`src/rtl/alu_issue_stage.sv`:
```
// Issue/execute/writeback stage around an external combinational ALU, one instruction per 3 cycles.
// Optional carry chain: define ALU_ISSUE_CARRY_CHAIN_EN.
module alu_issue_stage (
  input  logic        clock,
  input  logic        reset,
  input  logic        instr_valid,
  output logic        instr_ready,
  input  logic [15:0] instr,
  output logic [31:0] a,
  output logic [31:0] b,
  output logic [2:0]  op_code,
  output logic [31:0] carry_in,
  input  logic [31:0] alu_output,
  input  logic [31:0] alu_carry_out,
  output logic        result_valid,
  output logic [31:0] result,
  output logic [3:0]  result_dst,
  input  logic [3:0]  dbg_addr,
  output logic [31:0] dbg_data
);

  typedef enum logic [1:0] {StIdle, StIssue, StWrite} state_e;

  state_e      state_q;
  logic [31:0] regs_q [16];
  logic [3:0]  dst_q;
  logic [31:0] result_q;
  logic [31:0] a_q;
  logic [31:0] b_q;
  logic [2:0]  op_q;
  logic        ready_q;
  logic        valid_q;
  logic        unused_bits;

`ifdef ALU_ISSUE_CARRY_CHAIN_EN
  logic        carry_flag_q;
  logic [31:0] cin_q;
  assign unused_bits = ^alu_carry_out[31:1];
`else
  assign unused_bits = ^{alu_carry_out, instr[15]};
`endif

  // Operands are captured on acceptance; the previous write has already landed by then.
  always_ff @(posedge clock) begin
    if (reset) begin
      state_q  <= StIdle;
      for (int i = 0; i < 16; i++) begin
        regs_q[i] <= '0;
      end
      dst_q    <= '0;
      result_q <= '0;
      a_q      <= '0;
      b_q      <= '0;
      op_q     <= '0;
      ready_q  <= 1'b1;
      valid_q  <= 1'b0;
`ifdef ALU_ISSUE_CARRY_CHAIN_EN
      carry_flag_q <= 1'b0;
      cin_q        <= '0;
`endif
    end else begin
      unique case (state_q)
        StIdle: begin
          if (instr_valid) begin
            dst_q   <= instr[6:3];
            a_q     <= regs_q[instr[10:7]];
            b_q     <= regs_q[instr[14:11]];
            op_q    <= instr[2:0];
            ready_q <= 1'b0;
            state_q <= StIssue;
`ifdef ALU_ISSUE_CARRY_CHAIN_EN
            cin_q   <= instr[15] ? {31'b0, carry_flag_q} : '0;
`endif
          end
        end
        StIssue: begin
          result_q <= alu_output;
          a_q      <= '0;
          b_q      <= '0;
          op_q     <= '0;
          valid_q  <= 1'b1;
          state_q  <= StWrite;
`ifdef ALU_ISSUE_CARRY_CHAIN_EN
          if (op_q == 3'b000) begin
            carry_flag_q <= alu_carry_out[0];
          end
          cin_q <= '0;
`endif
        end
        StWrite: begin
          // R0 is never written so it always reads zero.
          if (dst_q != 4'd0) begin
            regs_q[dst_q] <= result_q;
          end
          valid_q <= 1'b0;
          ready_q <= 1'b1;
          state_q <= StIdle;
        end
        default: state_q <= StIdle;
      endcase
    end
  end

  assign instr_ready  = ready_q;
  assign a            = a_q;
  assign b            = b_q;
  assign op_code      = op_q;
`ifdef ALU_ISSUE_CARRY_CHAIN_EN
  assign carry_in     = cin_q;
`else
  assign carry_in     = '0;
`endif
  assign result_valid = valid_q;
  assign result       = result_q;
  assign result_dst   = dst_q;
  assign dbg_data     = (dbg_addr == 4'd0) ? '0 : regs_q[dbg_addr];

endmodule

```
`config.mk`:
```
export PLATFORM = sky130hd
export DESIGN_NAME = alu_issue_stage
export DESIGN_NICKNAME = d
export VERILOG_FILES = /design/src/rtl/alu_issue_stage.sv
export SDC_FILE = /design/constraint.sdc
export NUM_CORES = 1
export LEC_CHECK = 0
export ABC_AREA = 1
export ABC_CLOCK_PERIOD_IN_PS = 2500
export CAP_MARGIN = 20
export CORE_MARGIN = 2
export CORE_UTILIZATION = 35
export CTS_CLUSTER_SIZE = 16
export DETAILED_ROUTE_END_ITERATION = 7
export HOLD_SLACK_MARGIN = 0.03
export PLACE_DENSITY_LB_ADDON = 0.15
export SYNTH_ARGS = -nofsm -noshare
export SYNTH_HDL_FRONTEND = slang
export SYNTH_SLANG_ARGS = --single-unit
```
`constraint.sdc`:
```
create_clock -name clock -period 2.5 [get_ports clock]
set_input_delay 0.375 -clock clock [delete_from_list [all_inputs] [get_ports clock]]
set_output_delay 0.375 -clock clock [all_outputs]
set_load 0.005 [all_outputs]
```
==> results.sh <==
export IMPL_status="complete, no violations"
export IMPL_r2r_end="regs_q[7][26]"
export IMPL_routedWlPerCell_um=24.2
export IMPL_clk_latency_ns=0.65
export IMPL_ir_drop_uv=468
export IMPL_gr_usage_all_layers_pct=28.9
export IMPL_yosysWarningCount=0
export IMPL_slew_viol_final=0
export IMPL_grt_pass1_wl_um=237000
export IMPL_drv_cap=0
export IMPL_final_area_mm2=0.0447
export IMPL_die_h_um=332
export IMPL_start_kind="register"
export IMPL_rr_worst_depth=9
export IMPL_setup_viol=0
export IMPL_holdPathEnd="a[12]"
export IMPL_clockRootBuffer="clkbuf_16"
export IMPL_drt_initial_drc_count=5427
export IMPL_grt_max_degree=94
export IMPL_setup_worst_path_end_class="output port"
export IMPL_antenna_left=0
export IMPL_hold_depth=5
export IMPL_finClkSkew_ns=0.0218
export IMPL_drcViolationCount=0
export IMPL_core_mm2=0.107
export IMPL_netlist_area_mm2=0.0377
export IMPL_reg2reg_from="state_q[0]"
export IMPL_tightest_slew_ns=0.972
export IMPL_cp_cell_sequence="inv_1 -> a21oi_1 -> o21ai_1 -> nand3_1 -> nand3_2 -> a21oi_2 -> buf_4 -> dlygate4sd2_1"
export IMPL_regToRegSetupSlack_ns=0.31
export IMPL_final_nets=5440
export IMPL_firstDrtPassIters=6
export IMPL_netlist_top_cells_area="edfxtp_1, nand2_1, nand3_1"
export IMPL_power_density_mw_per_mm2=638
export IMPL_cts_buffer_depth=3
export IMPL_start_util_pct=35.2
export IMPL_ys_seq_area_share_pct=46.4
export IMPL_synth_main_ff_cell="edfxtp_1"
export IMPL_portBuffers=190
export IMPL_netlist_cell_type_count=22
export IMPL_core_rowCount=120
export IMPL_cts_htree_levels=3
export IMPL_synthCells=5279
export IMPL_cts_buffers=78
export IMPL_synth_seq_cells=619
export IMPL_avgSynthCellArea_um2=7.15
export IMPL_route_vias_total=37607
export IMPL_wl_um=165000
export IMPL_cts_tree="built"
export IMPL_synth_largest_area_cell="edfxtp_1"
export IMPL_min_period_ns=2.42
export IMPL_finalCritPeriodShare_pct=96.9
export IMPL_critical_path_max_stage_delay_ns=0.33
export IMPL_gp_congestion=0.886
export IMPL_synth_common_cells="nand2_1, nand3_1, inv_1"
export IMPL_synth_top_area_share_pct=40.8
export IMPL_synth_edf_count=512
export IMPL_critPathMaxFanout=3
export IMPL_async_flop_share_pct=0
export IMPL_routed_via_density=5.52
export IMPL_hold_viol=0
export IMPL_drive_gt1_share_pct=8.17
export IMPL_grt_pass1_vias=34233
export IMPL_antenna_found_initial=4
export IMPL_arrival_ns=2.05
export IMPL_io_pins=256
export IMPL_num_antenna_cells=0
export IMPL_hold_class="in2reg"
export IMPL_max_slew_margin_pct=35.1
export IMPL_die_area_mm2=0.110
export IMPL_fin_tns_setup_ns=0
export IMPL_area_growth_syn_to_layout_pct=18.4
export IMPL_p_leak_nw=19.0
export IMPL_max_freq_ghz=0.413
export IMPL_post_route_util_pct=41.7
export IMPL_cts_sinks=619
export IMPL_clk_pin_slew_ns=0.06
export IMPL_hold_start="instr[9]"
export IMPL_overflow=0
export IMPL_synth_most_common_cell="nand2_1"
export IMPL_critPathKind="reg2out"
export IMPL_slowest_stage="edfxtp_1"
export IMPL_placed_area_mm2=0.0420
export IMPL_dp_final_hpwl_um=98300
export IMPL_crit_required_ns=2.12
export IMPL_fp_dieW_um=332
-- registers in the layout, summed over array words and instances (netlist names) --
name,cells
a,32
regs_q,512
result_valid,1
op_code,3
state_q,2
instr_ready,1
result,32
b,32
result_dst,4
-- layer usage --
metal	up-vias	track usage [%]	part of all wire, %
met3	370	5.53	12
li1	17195	-	-
met4	0	10.7	3.6
met1	17552	41.6	42
met5	-	0	0
met2	2490	42.9	42
-- what timing repair did --
action	in CTS	in global routing
endpoints found under the setup margin	32	18
gates cloned	0	0
pin swaps	18	14
hold endpoints to repair	7	0
resized for setup	73	70
setup buffers	0	1
hold buffers	1	0
-- power breakdown --
group,internal (mW),switching (mW),leakage (nW)
logic,1.67,3.61,11.6
clock network,6.71,4.66,1.24
registers,11.6,0.223,6.15
-- critical path: cells and delay by family, from the launching register on --
family	cells	cell delay, ns
AOI/OAI and AO/OA	3	0.40
DFF	1	0.33
and+or+nand+nor	2	0.22
buffers and inverters	3	0.45
-- how the worst max path moves through the flow --
stage               slack [ns]       endpoint     startpoint
floorplan                 0.19  regs_q[10][0]  result_dst[3]
global placement         -0.26   dbg_data[23]    dbg_addr[0]
detailed placement       -0.22   dbg_data[23]    dbg_addr[0]
CTS                      0.005   dbg_data[25]  regs_q[5][25]
global route             -0.02   dbg_data[18]  regs_q[5][18]
finish                    0.08    dbg_data[5]  regs_q[14][5]
-- cell usage in the layout, fill, tap and decap left out, drive strengths merged --
cell           instances
clkdlybuf4s50        145
dlygate4sd3            1
clkinvlp               2
nor3                   1
buf                  209
o21ai                296
dlygate4sd2           16
nand2               1419
clkdlybuf4s15          5
and3                   1
inv                  601
nand3                993
ha                     3
clkinv                23
nor2                 492
clkbuf               122
dfxtp                107
nor4                   1
conb                  64
edfxtp               512
bufinv                 4
a21oi                394
-- stage by stage --
step | instances | power [mW] | hold WS [ns] | worst slack, ns
finish | 6814 | 28.5 | 0.231 | 0.0786
global route | 6814 | 29.5 | 0.277 | -0.0227
CTS | 6814 | 28.6 | 0.205 | 0.00538
detailed placement | 6672 | 17.2 | 0.454 | -0.218
global placement | 6672 | 17.2 | 0.444 | -0.256
floorplan | 5342 | 14.8 | 0.456 | 0.189
-- cell families (layout without fill, tap and decap cells) --
logic type	after synthesis	count (layout)	share of synthesized area [%]
simple gates	2907	2907	32.3
compound gates	690	690	9.15
other cells	1	64	0.00994
fa+ha+maj	3	3	0.0995
flops	619	619	46.4
buf+inv	1059	1128	12.0
-- final cells by class --
cell class,count,area (um^2)
fillers,10877,62400
flip-flops and latches,619,17500
multi-input cells,3664,16200
repair buffers,387,4380
inverters,600,2280
clock buffers,111,2270
well taps,1403,1760
clock inverters,30,250
Note: power is estimated with default switching activity, not from simulation.
